===== src/rtl/eth_pcs_params.sv =====
// Shared constants, sync-header helpers and FSM state type for the PCS receive
// block-lock path.
package eth_pcs_params;

  localparam int W_SYNC    = 2;
  localparam int W_BER_CNT = 6;

  localparam logic [W_SYNC-1:0] SYNC_DATA = 2'b01;
  localparam logic [W_SYNC-1:0] SYNC_CTRL = 2'b10;

  typedef enum logic [1:0] {
    ST_HUNT      = 2'd0,
    ST_SLIP_WAIT = 2'd1,
    ST_LOCKED    = 2'd2
  } sync_state_e;

  function automatic logic hdr_is_valid(input logic [W_SYNC-1:0] hdr);
    return (hdr == SYNC_DATA) || (hdr == SYNC_CTRL);
  endfunction

endpackage


===== src/rtl/eth_pcs_rx_ber_mon.sv =====
// Windowed invalid-header counter and high-BER flag; only active while block
// lock is held.
module eth_pcs_rx_ber_mon
  import eth_pcs_params::*;
#(
  parameter int P_BER_WINDOW = 40283,
  parameter int P_BAD_LIMIT  = 16
) (
  input  logic                 i_clk,
  input  logic                 i_reset_n,
  input  logic                 i_lock,
  input  logic                 i_valid,
  input  logic                 i_hdr_bad,
  output logic                 o_hi_ber,
  output logic [W_BER_CNT-1:0] o_ber_cnt
);

  localparam int                   W_TMR    = (P_BER_WINDOW > 1) ? $clog2(P_BER_WINDOW) : 1;
  localparam logic [W_TMR-1:0]     TMR_LAST = W_TMR'(P_BER_WINDOW - 1);
  localparam logic [W_BER_CNT-1:0] CNT_MAX  = '1;

  function automatic logic [W_BER_CNT-1:0] sat_inc(input logic [W_BER_CNT-1:0] v);
    return (v == CNT_MAX) ? v : v + 1'b1;
  endfunction

  logic [W_TMR-1:0]     r_tmr;
  logic [W_BER_CNT-1:0] r_ber_cnt;
  logic                 r_hi_ber;
  logic                 w_wrap;
  logic                 w_bad_strobe;
  logic                 w_over;

  assign w_wrap       = (r_tmr == TMR_LAST);
  assign w_bad_strobe = i_valid & i_hdr_bad;
  assign w_over       = (int'(r_ber_cnt) >= P_BAD_LIMIT);

  // The wrap cycle judges the closing window on its final count, while a bad
  // header arriving in that same cycle opens the new window at 1.
  always_ff @(posedge i_clk or negedge i_reset_n) begin
    if (!i_reset_n) begin
      r_tmr     <= '0;
      r_ber_cnt <= '0;
      r_hi_ber  <= 1'b0;
    end else if (!i_lock) begin
      r_tmr     <= '0;
      r_ber_cnt <= '0;
      r_hi_ber  <= 1'b0;
    end else if (w_wrap) begin
      r_tmr     <= '0;
      r_ber_cnt <= w_bad_strobe ? W_BER_CNT'(1) : '0;
      r_hi_ber  <= w_over;
    end else begin
      r_tmr     <= r_tmr + 1'b1;
      r_hi_ber  <= r_hi_ber | w_over;
      if (w_bad_strobe) r_ber_cnt <= sat_inc(r_ber_cnt);
    end
  end

  assign o_hi_ber  = r_hi_ber;
  assign o_ber_cnt = r_ber_cnt;

endmodule


===== src/rtl/eth_pcs_rx_sync_ctrl.sv =====
// Receive block-lock controller: hunts for a stable sync-header alignment,
// requests gearbox slips, and monitors header error rate once locked.
module eth_pcs_rx_sync_ctrl
  import eth_pcs_params::*;
#(
  parameter int P_LOCK_CNT     = 64,
  parameter int P_BAD_LIMIT    = 16,
  parameter int P_SLIP_HOLDOFF = 4,
  parameter int P_BER_WINDOW   = 40283
) (
  input  logic                 i_clk,
  input  logic                 i_reset_n,
  input  logic                 i_valid,
  input  logic [W_SYNC-1:0]    i_sync_hdr,
  output logic                 o_slip,
  output logic                 o_rx_lock,
  output logic                 o_hi_ber,
  output logic [W_BER_CNT-1:0] o_ber_cnt
);

  localparam int W_SH   = $clog2(P_LOCK_CNT + 1);
  localparam int W_BAD  = $clog2(P_BAD_LIMIT + 1);
  localparam int W_HOLD = (P_SLIP_HOLDOFF > 0) ? $clog2(P_SLIP_HOLDOFF + 1) : 1;

  localparam logic [W_SH-1:0]   SH_LAST   = W_SH'(P_LOCK_CNT);
  localparam logic [W_BAD-1:0]  BAD_LAST  = W_BAD'(P_BAD_LIMIT);
  localparam logic [W_HOLD-1:0] HOLD_LAST = W_HOLD'(P_SLIP_HOLDOFF);

  sync_state_e       r_state, w_state_nxt;
  logic [W_SH-1:0]   r_sh_cnt, w_sh_nxt, w_sh_inc;
  logic [W_BAD-1:0]  r_bad_cnt, w_bad_nxt, w_bad_inc;
  logic [W_HOLD-1:0] r_hold_cnt, w_hold_nxt, w_hold_inc;
  logic              r_slip, w_slip_nxt;
  logic              w_hdr_bad;

  assign w_hdr_bad = ~hdr_is_valid(i_sync_hdr);

  always_ff @(posedge i_clk or negedge i_reset_n) begin
    if (!i_reset_n) begin
      r_state    <= ST_HUNT;
      r_sh_cnt   <= '0;
      r_bad_cnt  <= '0;
      r_hold_cnt <= '0;
      r_slip     <= 1'b0;
    end else begin
      r_state    <= w_state_nxt;
      r_sh_cnt   <= w_sh_nxt;
      r_bad_cnt  <= w_bad_nxt;
      r_hold_cnt <= w_hold_nxt;
      r_slip     <= w_slip_nxt;
    end
  end

  always_comb begin
    w_state_nxt = r_state;
    w_sh_nxt    = r_sh_cnt;
    w_bad_nxt   = r_bad_cnt;
    w_hold_nxt  = r_hold_cnt;
    w_slip_nxt  = 1'b0;
    w_sh_inc    = r_sh_cnt + 1'b1;
    w_bad_inc   = r_bad_cnt + W_BAD'(w_hdr_bad);
    w_hold_inc  = r_hold_cnt + 1'b1;
    if (i_valid) begin
      unique case (r_state)
        ST_HUNT: begin
          if (w_hdr_bad) begin
            w_sh_nxt    = '0;
            w_hold_nxt  = '0;
            w_slip_nxt  = 1'b1;
            w_state_nxt = ST_SLIP_WAIT;
          end else if (w_sh_inc == SH_LAST) begin
            w_sh_nxt    = '0;
            w_state_nxt = ST_LOCKED;
          end else begin
            w_sh_nxt = w_sh_inc;
          end
        end
        ST_SLIP_WAIT: begin
          if (w_hold_inc == HOLD_LAST) begin
            w_hold_nxt  = '0;
            w_sh_nxt    = '0;
            w_bad_nxt   = '0;
            w_state_nxt = ST_HUNT;
          end else begin
            w_hold_nxt = w_hold_inc;
          end
        end
        ST_LOCKED: begin
          // Reaching the bad limit wins over a coincident window end.
          if (w_bad_inc == BAD_LAST) begin
            w_sh_nxt    = '0;
            w_bad_nxt   = '0;
            w_hold_nxt  = '0;
            w_slip_nxt  = 1'b1;
            w_state_nxt = ST_SLIP_WAIT;
          end else if (w_sh_inc == SH_LAST) begin
            w_sh_nxt  = '0;
            w_bad_nxt = '0;
          end else begin
            w_sh_nxt  = w_sh_inc;
            w_bad_nxt = w_bad_inc;
          end
        end
        default: w_state_nxt = ST_HUNT;
      endcase
    end
  end

  always_comb begin
    o_slip    = r_slip;
    o_rx_lock = (r_state == ST_LOCKED);
  end

  eth_pcs_rx_ber_mon #(
    .P_BER_WINDOW (P_BER_WINDOW),
    .P_BAD_LIMIT  (P_BAD_LIMIT)
  ) u_ber_mon (
    .i_clk     (i_clk),
    .i_reset_n (i_reset_n),
    .i_lock    (o_rx_lock),
    .i_valid   (i_valid),
    .i_hdr_bad (w_hdr_bad),
    .o_hi_ber  (o_hi_ber),
    .o_ber_cnt (o_ber_cnt)
  );

endmodule


===== config.mk =====
export PLATFORM = sky130hd
export DESIGN_NAME = eth_pcs_rx_sync_ctrl
export DESIGN_NICKNAME = d
export VERILOG_FILES = /design/src/rtl/eth_pcs_params.sv /design/src/rtl/eth_pcs_rx_ber_mon.sv /design/src/rtl/eth_pcs_rx_sync_ctrl.sv
export SDC_FILE = /design/constraint.sdc
export NUM_CORES = 1
export LEC_CHECK = 0
export BUFFER_PORTS_ARGS = -buffer_cell sky130_fd_sc_hd__buf_2
export CORE_AREA = 5 5 79 81
export CTS_BUF_LIST = sky130_fd_sc_hd__clkbuf_8
export CTS_CLUSTER_SIZE = 40
export DETAILED_ROUTE_END_ITERATION = 6
export DIE_AREA = 0 0 84 86
export PLACE_DENSITY = 0.7
export SLEW_MARGIN = 20
export SYNTH_ARGS = -nofsm -noshare
export SYNTH_HDL_FRONTEND = slang
export SYNTH_SLANG_ARGS = --single-unit

===== constraint.sdc =====
create_clock -name i_clk -period 5.6 [get_ports i_clk]
set_input_delay 0.28 -clock i_clk [delete_from_list [all_inputs] [get_ports i_clk]]
set_output_delay 0.28 -clock i_clk [all_outputs]
set_load 0.005 [all_outputs]

==> results.txt <==
The post-route netlist has 10.6% of its cells at a drive strength greater than 1. For this run, the total global-route usage over all layers was measured as 14.2%. Measured against the total synthesized area, the mux share comes to 0.418%. The number of gates resized after CTS was 0. Dividing total power by cell area gives a power density of 297 mW/mm2.

The top cell types in the final layout, fill and taps aside, are 41 x sky130_fd_sc_hd__dfrtp_1, 28 x sky130_fd_sc_hd__nand2_1, 26 x sky130_fd_sc_hd__nor2_1, 19 x sky130_fd_sc_hd__nand3_1, 16 x sky130_fd_sc_hd__o21ai_0. Among the stages of the critical path, the cell type that occurs most often is sky130_fd_sc_hd__ha_1. For the count of clock tree sinks, the log shows 41. Signal routing reaches up to met4. The critical path startpoint category is an input port. The area taken by multi-input logic gates is 0.00129 mm2, and the reg2reg setup slack is 3.38 ns. The tools report the area of the mapped netlist as 0.00239 mm2. After Yosys synthesis, full adders, half adders and majority gates account for 6.27% of the synthesized area. Input and output buffers added on the ports amount to 13. Summing all placed instances gives a cell area of 0.00252 mm2. For this run, the share of the core covered by cells in the final layout is 48.3%.

The number of setup buffers added after CTS is 0. In this run the number of cells on the critical path is 10. The cell class contributing the biggest share of worst-path delay is compound AO/OA/AOI/OAI gates. Data on the critical path arrives at its endpoint at 2.43 ns.

At the end of routability-driven placement, the weighted congestion stood at 0.856. Type of element capturing the critical path: a flop. In the routed layout, each cell is associated on average with a via count of 5.58. Yosys printed 0 warnings. After filler insertion, the fill cell instance count of the layout stands at 522. Summed over all layers, the global routing overflow is 0. Across the run, the number of max-cap violations was 0. The time the final worst path needs with I/O delays and setup came out at 2.23 ns.

The clock-pin slew of the registers on the worst-case setup and hold paths is 0.09 ns. The worst register-to-register path has a depth of 7. The share of the Yosys chip area taken by registers is 42.8%. Entering global routing, the biggest net connects 42 pins.

The class of the most critical setup path was in2reg. In this run the tightest slew margin relative to its limit is 40.0%. The number of clock buffers inserted by TritonCTS is 5, and the slew at the pin with the worst max-slew slack is 0.899 ns. For the worst hold margin, the log shows 0.0905 ns.

Total power for the finished layout comes to 776 uW. In this run the worst hold path is classified as in2async. The number of antenna violations at the first check in global routing came out at 0. The synthesis-stage register bit count is 41. Once detail routing completed, the nets flagged for antenna violations numbered 0. The count of flip-flops with a built-in enable after synthesis was 0. The final route contains 1932 vias. Row generation in the floorplan step produced 27 rows. After synthesis, the largest family of logic cells by area is simple AND/OR/NAND/NOR gates. For this run, asynchronously set or reset flops after synthesis account for 100%.

The gate count of the mapped netlist is 259, and the fmax is 0.449 GHz. The die area was 0.00722 mm2; the share of the cycle needed by the critical path after routing was 39.7%. The aggregate negative setup slack was 0 ns; the number of buffers and inverters on the critical path was 2.

The detailed-route DRC error count is 0. Summing all non-filler instances in the final layout gives an area of 0.00261 mm2. 0 antenna diodes ended up in the layout. The initial standard-cell utilization of the core was 44.3%; the detailed router's first-iteration violation count was 109. For this run, the leading register cell type out of synthesis is sky130_fd_sc_hd__dfrtp_1. For the number of max-slew violations in the final report, the log shows 0. Summed over all nets, the half-perimeter wirelength after detailed placement is 3390 um. CTS root buffer: sky130_fd_sc_hd__clkbuf_8.

The mean cell area of the mapped netlist works out to 9.25 um2. The tools report the length of the first detailed-routing pass in iterations as 4. Walking the worst path, the cells encountered are buf_2 -> xor2_1 -> inv_2 -> ha_1 -> ha_1 -> and3b_1 -> o211a_1 -> o221ai_2 -> nand2_1 -> o311ai_1. The y dimension of the die came out at 86 um.

The run gives 0 as the number of buffers inserted by hold repair at cts. Setup repair after global routing left no endpoint under its margin. The library cell used most frequently in the layout, excluding fill and tap cells, is sky130_fd_sc_hd__dfrtp_1. TritonCTS built the clock tree.

The logs give 276 for the post-synthesis net count and 14 for the count of pins on the block boundary. For this design, the slowest cell found on the critical path is sky130_fd_sc_hd__o221ai_2. For the number of levels in the clock H-tree, the log shows 2.

Summing the areas of all compound-gate instances in the mapped netlist gives 15.4% of the synthesized area. The clock arrives with 0.00930 ns of skew. The global-route wire length before repair is 8370 um.

The sum of met2 wire segment lengths after detailed routing is 2280 um, and the area of all sequential standard cells is 0.00103 mm2. The floorplan step set the die width to 84 um. The worst voltage drop across the vdd grid is 0.162 mV.

The run gives 2 as the worst-case clock buffer depth. The share of synthesized cell area in and, or, nand and nor gates works out to 24.9%. The run gives 1.09 nW as the leakage dissipation. The net count reported at finish is 290. The run finished with clean final reports. The stage delay of the slowest cell on the critical path works out to 0.31 ns.

After detailed routing, the total wire length is 4770 um. The data required time of the worst path came out at 5.80 ns. The number of distinct standard cells referenced by the synthesized netlist was 50; the routed wirelength normalized by instance count was 13.8 um. For the met3 wire length, the log shows 206 um. The core area is 0.00541 mm2.

At the later pin of the worst-skew pair, clock insertion delay measures 0.31 ns. The worst-path maximum fanout was 6; the final-report setup violation count was 0. Met1 wire length: 2240 um.

The xor-xnor portion of the synthesized cell area was 6.95%. The worst register-to-register path begins at r_bad_cnt[0]$_DFFE_PN0P_. The run gives 1840 as the via count of the first global-routing pass. The layout overhead on the synthesized area was 9.04%. For the hold violation total from the final report, the log shows 0. The endpoint identified for the worst register-to-register timing path is r_sh_cnt[2]$_DFFE_PN0P_.
[worst max-delay path by stage]
stage / to / from
floorplan: r_sh_cnt[2]$_DFFE_PN0P_ / i_sync_hdr[1]
global placement: r_sh_cnt[2]$_DFFE_PN0P_ / i_sync_hdr[1]
detailed placement: r_sh_cnt[2]$_DFFE_PN0P_ / i_sync_hdr[1]
CTS: r_sh_cnt[2]$_DFFE_PN0P_ / i_sync_hdr[1]
global route: r_sh_cnt[2]$_DFFE_PN0P_ / i_sync_hdr[1]
finish: r_sh_cnt[2]$_DFFE_PN0P_ / i_sync_hdr[1]
[cell usage after synthesis (4+ instances only)]
master                     instances  area share [%]
sky130_fd_sc_hd__and3_1            5             1.3
sky130_fd_sc_hd__or3_1             5             1.3
sky130_fd_sc_hd__o22ai_1           4             1.0
sky130_fd_sc_hd__nand2_1          28             4.4
sky130_fd_sc_hd__nand3_1          19             4.0
sky130_fd_sc_hd__xnor2_1           8             2.9
sky130_fd_sc_hd__a21oi_1           5             1.0
sky130_fd_sc_hd__nor2_1           26             4.1
sky130_fd_sc_hd__o21ai_0          16             3.3
sky130_fd_sc_hd__dfrtp_1          41              43
sky130_fd_sc_hd__inv_1            11             1.7
sky130_fd_sc_hd__a31oi_1           5             1.3
sky130_fd_sc_hd__nand4_1           6             1.6
sky130_fd_sc_hd__ha_1             12             6.3
sky130_fd_sc_hd__nand2b_1          5             1.3
sky130_fd_sc_hd__xor2_1           11             4.0
[metal layers]
metal / up-vias / GRT usage, %
li1: 958 / -
met4: 0 / 4.68
met5: - / 0
met1: 935 / 17.0
met3: 4 / 4.32
met2: 35 / 24.4
[cell type report]
class                   count  area share (%)
multi-input cells         200            49.4
flip-flops and latches     41            39.3
well taps                  72            3.45
clock buffers               5            2.64
repair buffers             13            2.49
inverters                  12            1.72
clock inverters             3           0.958
[flip-flops by register name, indices dropped and copies added, names as in the netlist]
signal and count:
r_state 2, r_sh_cnt 7, o_slip 1, r_hold_cnt 3
u_ber_mon.r_tmr 16, u_ber_mon.o_ber_cnt 6, u_ber_mon.o_hi_ber 1, r_bad_cnt 5
[stage by stage]
step / setup slack (ns) / std cells
2_1_floorplan: 3.42 / 259
3_3_place_gp: 3.17 / 338
3_5_place_dp: 3.07 / 338
4_1_cts: 3.39 / 346
5_1_grt: 3.12 / 346
6_report: 3.37 / 346
[kinds of logic after synthesis]
kind of cell    after synthesis
fa+ha+maj                    12
mux                           1
flops                        41
simple gates                117
compound gates               51
xor+xnor                     19
buf+inv                      18
[report_power, final]
group	internal (mW)	total [mW]	switching (mW)
Combinational	0.0760	0.187	0.111
Clock	0.0900	0.206	0.116
Sequential	0.331	0.383	0.0521
(Power assumes the default switching activity.)
